[src/rtl/mem_arbiter.sv]
// mem_arbiter: shares one single-port 64-bit memory between the instruction
// fetch port (i_*) and the load/store port (d_*) of the core.
//
// Ports
//   clk, rst_n                  clock, asynchronous active-low reset
//   i_req/i_addr                fetch request (valid/ready handshake)
//   i_ready                     fetch accepted this cycle (combinational)
//   i_rvalid/i_rdata            fetch read data, one cycle after accept
//   d_req/d_we/d_lock           data request, store select, keep-grant lock
//   d_addr/d_wdata              data address and store data
//   d_ready                     data accepted this cycle (combinational)
//   d_rvalid/d_rdata            load data, one cycle after accept
//   mem_address/mem_wdata       memory address / write data
//   mem_read/mem_write          memory enables
//   mem_rdata                   combinational memory read data
//
// Data wins by default; a fetch that has been denied STARVE_LIMIT cycles in a
// row is forced through, except while an atomic (locked) sequence is active.
module mem_arbiter #(
  parameter int STARVE_LIMIT = 4
) (
  input  logic        clk,
  input  logic        rst_n,
  input  logic        i_req,
  input  logic [63:0] i_addr,
  output logic        i_ready,
  output logic        i_rvalid,
  output logic [63:0] i_rdata,
  input  logic        d_req,
  input  logic        d_we,
  input  logic        d_lock,
  input  logic [63:0] d_addr,
  input  logic [63:0] d_wdata,
  output logic        d_ready,
  output logic        d_rvalid,
  output logic [63:0] d_rdata,
  output logic [63:0] mem_address,
  output logic [63:0] mem_wdata,
  output logic        mem_read,
  output logic        mem_write,
  input  logic [63:0] mem_rdata
);

  typedef enum logic {IDLE, LOCKED} state_t;

  localparam logic [3:0] LIMIT = 4'(STARVE_LIMIT);

  state_t      state_q, state_d;
  logic [3:0]  starve_cnt_q, starve_cnt_d;
  logic        i_gnt, d_gnt;
  logic        i_rvalid_q, d_rvalid_q;
  logic [63:0] i_rdata_q, d_rdata_q;

  // Grant selection and next-state logic.
  always_comb begin
    i_gnt        = 1'b0;
    d_gnt        = 1'b0;
    state_d      = state_q;
    starve_cnt_d = starve_cnt_q;

    if (state_q == LOCKED) begin
      // Atomic sequence owns the memory; starvation override is suppressed.
      d_gnt = d_req;
    end else if (starve_cnt_q == LIMIT && i_req) begin
      i_gnt = 1'b1;
    end else if (d_req) begin
      d_gnt = 1'b1;
    end else if (i_req) begin
      i_gnt = 1'b1;
    end

    // Counter keeps running while locked so the fetch wins right after unlock.
    if (!i_req || i_gnt) begin
      starve_cnt_d = '0;
    end else if (starve_cnt_q != LIMIT) begin
      starve_cnt_d = starve_cnt_q + 4'd1;
    end

    // Each accepted data access decides whether the lock is held afterwards.
    if (d_gnt) begin
      state_d = d_lock ? LOCKED : IDLE;
    end
  end

  // Memory drive: everything is zero when nobody is granted.
  always_comb begin
    mem_address = '0;
    mem_wdata   = '0;
    mem_read    = 1'b0;
    mem_write   = 1'b0;
    if (i_gnt) begin
      mem_address = i_addr;
      mem_read    = 1'b1;
    end else if (d_gnt) begin
      mem_address = d_addr;
      mem_wdata   = d_wdata;
      mem_read    = ~d_we;
      mem_write   = d_we;
    end
  end

  always_ff @(posedge clk or negedge rst_n) begin
    if (!rst_n) begin
      state_q      <= IDLE;
      starve_cnt_q <= '0;
      i_rvalid_q   <= 1'b0;
      d_rvalid_q   <= 1'b0;
      i_rdata_q    <= '0;
      d_rdata_q    <= '0;
    end else begin
      state_q      <= state_d;
      starve_cnt_q <= starve_cnt_d;
      i_rvalid_q   <= i_gnt;
      d_rvalid_q   <= d_gnt & ~d_we;
      if (i_gnt) begin
        i_rdata_q <= mem_rdata;
      end
      if (d_gnt && !d_we) begin
        d_rdata_q <= mem_rdata;
      end
    end
  end

  assign i_ready  = i_gnt;
  assign d_ready  = d_gnt;
  assign i_rvalid = i_rvalid_q;
  assign i_rdata  = i_rdata_q;
  assign d_rvalid = d_rvalid_q;
  assign d_rdata  = d_rdata_q;

endmodule

[config.mk]
export PLATFORM = sky130hd
export DESIGN_NAME = mem_arbiter
export DESIGN_NICKNAME = d
export VERILOG_FILES = /design/src/rtl/mem_arbiter.sv
export SDC_FILE = /design/constraint.sdc
export NUM_CORES = 1
export LEC_CHECK = 0
export CAP_MARGIN = 0
export CORE_AREA = 5 5 201 203
export DETAILED_ROUTE_END_ITERATION = 10
export DIE_AREA = 0 0 206 208
export GPL_ROUTABILITY_DRIVEN = 0
export GPL_TIMING_DRIVEN = 0
export HOLD_SLACK_MARGIN = 0.12
export PLACE_DENSITY_LB_ADDON = 0.3
export SLEW_MARGIN = 10
export SYNTH_ARGS = -nofsm -noshare
export SYNTH_HDL_FRONTEND = slang
export SYNTH_SLANG_ARGS = --single-unit
[constraint.sdc]
create_clock -name clk -period 1.93 [get_ports clk]
set_clock_uncertainty 0.1 [all_clocks]
set_input_delay 0.4825 -clock clk [delete_from_list [all_inputs] [get_ports clk]]
set_output_delay 0.4825 -clock clk [all_outputs]
set_load 0.01 [all_outputs]
==> results.json <==
{
  "io_pins": 524,
  "dieHeight_um": 208,
  "whs_ns": 0.376,
  "setup_viol": 198,
  "path_cells": "inv_2 -> ha_4 -> and3b_2 -> a21boi_4 -> buf_12 -> buf_16 -> buf_12 -> a22o_1 -> buf_2",
  "via_per_inst": 3.94,
  "placed_area_mm2": 0.0122,
  "ys_ff_latch": 135,
  "worst_ep_required_time_ns": 1.35,
  "drv_cap": 0,
  "fin_crit_sh": 1.43,
  "tightest_slew_ns": 0.546,
  "antenna_found_initial": 3,
  "ys_warn_count": 0,
  "fp.dieArea_mm2": 0.0428,
  "path_max_fanout": 8,
  "design_area_mm2": 0.0145,
  "clk_latency_ns": 0.43,
  "multi_input_area_mm2": 0.00310,
  "htreeDepth": 4,
  "max_stage_delay_ns": 0.36,
  "cts_sinks": 135,
  "cp.arrival_ns": 2.18,
  "violations": "negative setup slack",
  "drcViolationCount": 0,
  "path_clk_slew_ns": 0.07,
  "cp_slowest_cell": "dfrtp_1",
  "fin_crit_ns": 2.77,
  "start_util": 0.164,
  "fmax_mhz": 361,
  "place_hpwl_um": 28600,
  "syn_to_final_growth_pct": 132,
  "vias": 6251,
  "cts_tree": "built",
  "setup_ws_ns": -0.837,
  "vdd_drop_max_v": 0.000582,
  "synth.distinct_cells": 30,
  "syn_inst": 458,
  "hp-class": "register to register",
  "place_inst": 1500,
  "regArea_mm2": 0.00338,
  "grt_pass1_vias": 6577,
  "clockBufferDepth": 2,
  "outcome": "complete, but fails checks",
  "syn_area_mm2": 0.00626,
  "routedWlPerCell_um": 23.6,
  "overflow": 0,
  "drt-total-wl_um": 37300,
  "syn_avg_cell_area_um2": 13.7,
  "worstSetupPathType": "register to output port",
  "nets": 1315,
  "slew_headroom": 0.636,
  "num_rows": 72,
  "die_w_um": 206,
  "finalHoldViolCount": 0,
  "cts_buffers": 17,
  "fp.coreArea_mm2": 0.0383,
  "rsz0062_at_grt": "yes",
  "dr.pass1.iters": 4,
  "root_buffer": "clkbuf_16",
  "synth_nets": 722,
  "cp-end-kind": "output port",
  "nFillCells": 3754,
  "drv_slew": 0,
  "drive_above_1_share": 0.400,
  "grt_start_max_net_pins": 99,
  "drtAntennaViolNets": 0,
  "cpMostUsedCell": "buf_12",
  "port_buffers": 523,
  "crit_path_start_kind": "register",
  "layoutNonFillerInstCount": 1585,
  "power_density_mw_per_mm2": 760,
  "drt_iter0_markers": 315,
  "postLayoutCoreUtil": 0.379,
  "grt_usage": 0.156,
  "grt_pass1_wl_um": 48600,
  "ys_seq_area_frac": 0.540,
  "cellLeakagePower_uw": 0.00750
}
[stage by stage]
stage           TNS, ns  worst slack [ns]  total power, uW
2_1_floorplan    -15.50            -0.136             4890
3_3_place_gp   -1020.48             -5.71             7390
3_5_place_dp    -257.02             -1.67             7410
4_1_cts         -123.88            -0.908            10800
5_1_grt         -137.79            -0.921            11600
6_report        -114.98            -0.837            11000
[what timing repair did]
action	in CTS	in global routing
buffers inserted	9	24
hold endpoints to repair	37	0
setup endpoints to repair	329	385
cloned	1	18
pin swaps	15	30
hold buffers	1	0
gates resized for setup	511	491
[worst max-delay path: cells and delay by family (launching register included)]
family,cells,cell delay [ns]
and+or+nand+nor,1,0.23
AOI/OAI and AO/OA,2,0.36
adders and majority gates,1,0.17
DFF,1,0.36
buffers and inverters,5,0.63
[placed cells by master, fill, tap and decap left out, types with 2 or more instances in the layout]
master           instances
dfrtp_1                135
mux2_2                  54
inv_2                    2
buf_6                   84
dlygate4sd2_1            2
a22o_1                  53
and2_4                  30
clkbuf_16               35
clkbuf_2                13
a21boi_0                 2
nor2_1                   3
bufinv_16                2
mux2_1                   2
mux2_4                  72
buf_8                   10
nand3_1                  3
dlymetal6s2s_1         125
buf_2                   38
buf_16                   2
clkdlybuf4s50_1        263
buf_4                   29
buf_12                  24
clkinvlp_4               7
diode_2                  3
inv_1                    2
a22o_4                  11
clkbuf_1                 2
and2_1                  35
inv_6                    4
[layer usage]
layer  GRT usage  vias to the layer above  wire length, um
met1       0.196                     3049            14900
met3      0.0931                       22             5370
met2       0.229                      327            16500
met5           0                        -               60
li1            -                     2851                -
met4      0.0351                        2              420
[layout make-up]
class	instances	share of cell area
timing repair buffer	575	0.429
sequential	135	0.233
multi-input combinational	284	0.214
tap	518	0.0447
buffer	34	0.0385
clock buffer	19	0.0298
clock inverter	13	0.0102
inverter	4	0.00103
antenna	3	0.000517
[cells by family (layout without fill, tap and decap cells)]
family	after synthesis	after routing	synth area share
other	0	3	0
adder cells (fa/ha/maj)	2	2	0.00400
flip-flops	135	135	0.540
AO/OA/AOI/OAI	72	72	0.0989
XOR/XNOR	1	1	0.00140
AND/OR/NAND/NOR	80	80	0.0813
buffers and inverters	39	645	0.0430
multiplexers	129	129	0.232
[Yosys cell counts]
| cell | count | area (um2) |
|---|---|---|
| a21boi_0 | 2 | 15.0 |
| a21boi_2 | 1 | 11.3 |
| a21oi_1 | 1 | 5.00 |
| a21oi_2 | 1 | 8.76 |
| a221oi_1 | 1 | 8.76 |
| a22o_1 | 64 | 561 |
| and2_1 | 65 | 407 |
| and3b_2 | 1 | 10.0 |
| buf_2 | 14 | 70.1 |
| buf_4 | 8 | 60.1 |
| buf_6 | 10 | 113 |
| clkbuf_1 | 3 | 11.3 |
| dfrtp_1 | 135 | 3380 |
| ha_1 | 2 | 25.0 |
| inv_1 | 4 | 15.0 |
| mux2_1 | 34 | 383 |
| mux2_2 | 94 | 1060 |
| mux2i_1 | 1 | 10.0 |
| nand2b_1 | 1 | 6.26 |
| nand3_1 | 3 | 15.0 |
| nand3b_1 | 1 | 7.51 |
| nand3b_4 | 1 | 20.0 |
| nor2_1 | 3 | 11.3 |
| nor2b_1 | 2 | 12.5 |
| nor3b_1 | 1 | 7.51 |
| o21ai_0 | 1 | 5.00 |
| o21ai_1 | 1 | 5.00 |
| or2_2 | 1 | 6.26 |
| or3_1 | 1 | 6.26 |
| xor2_1 | 1 | 8.76 |
[path summary, 6_finish.rpt]
check | slack [ns] | end | depth (start not counted) | from
setup / recovery | -0.84 | mem_address[50] | 9 | starve_cnt_q[0]$_DFFE_PN0P_
hold / removal | 0.38 | i_rdata[33]$_DFFE_PN0P_ | 1 | i_rdata[33]$_DFFE_PN0P_
setup reg to reg | -0.41 | i_rdata[45]$_DFFE_PN0P_ | 13 | starve_cnt_q[0]$_DFFE_PN0P_
hold reg to reg | 0.38 | i_rdata[33]$_DFFE_PN0P_ | 1 | i_rdata[33]$_DFFE_PN0P_
max in group asynchronous | 0.49 | i_rdata[33]$_DFFE_PN0P_ | 3 | rst_n
min in group asynchronous | 0.42 | d_rdata[59]$_DFFE_PN0P_ | 2 | rst_n
[flip-flops by register name, indices dropped and copies added, names as in the netlist]
signal        cells
state_q           1
starve_cnt_q      4
d_rvalid          1
d_rdata          64
i_rvalid          1
i_rdata          64
[power by group]
group	switching, uW	leakage, uW	total, uW	internal [uW]
registers	277	0.00160	3670	3390
logic	1540	0.00565	4080	2540
clock network	1360	0.000259	3280	1920
Power figures use the tool's default switching activity.
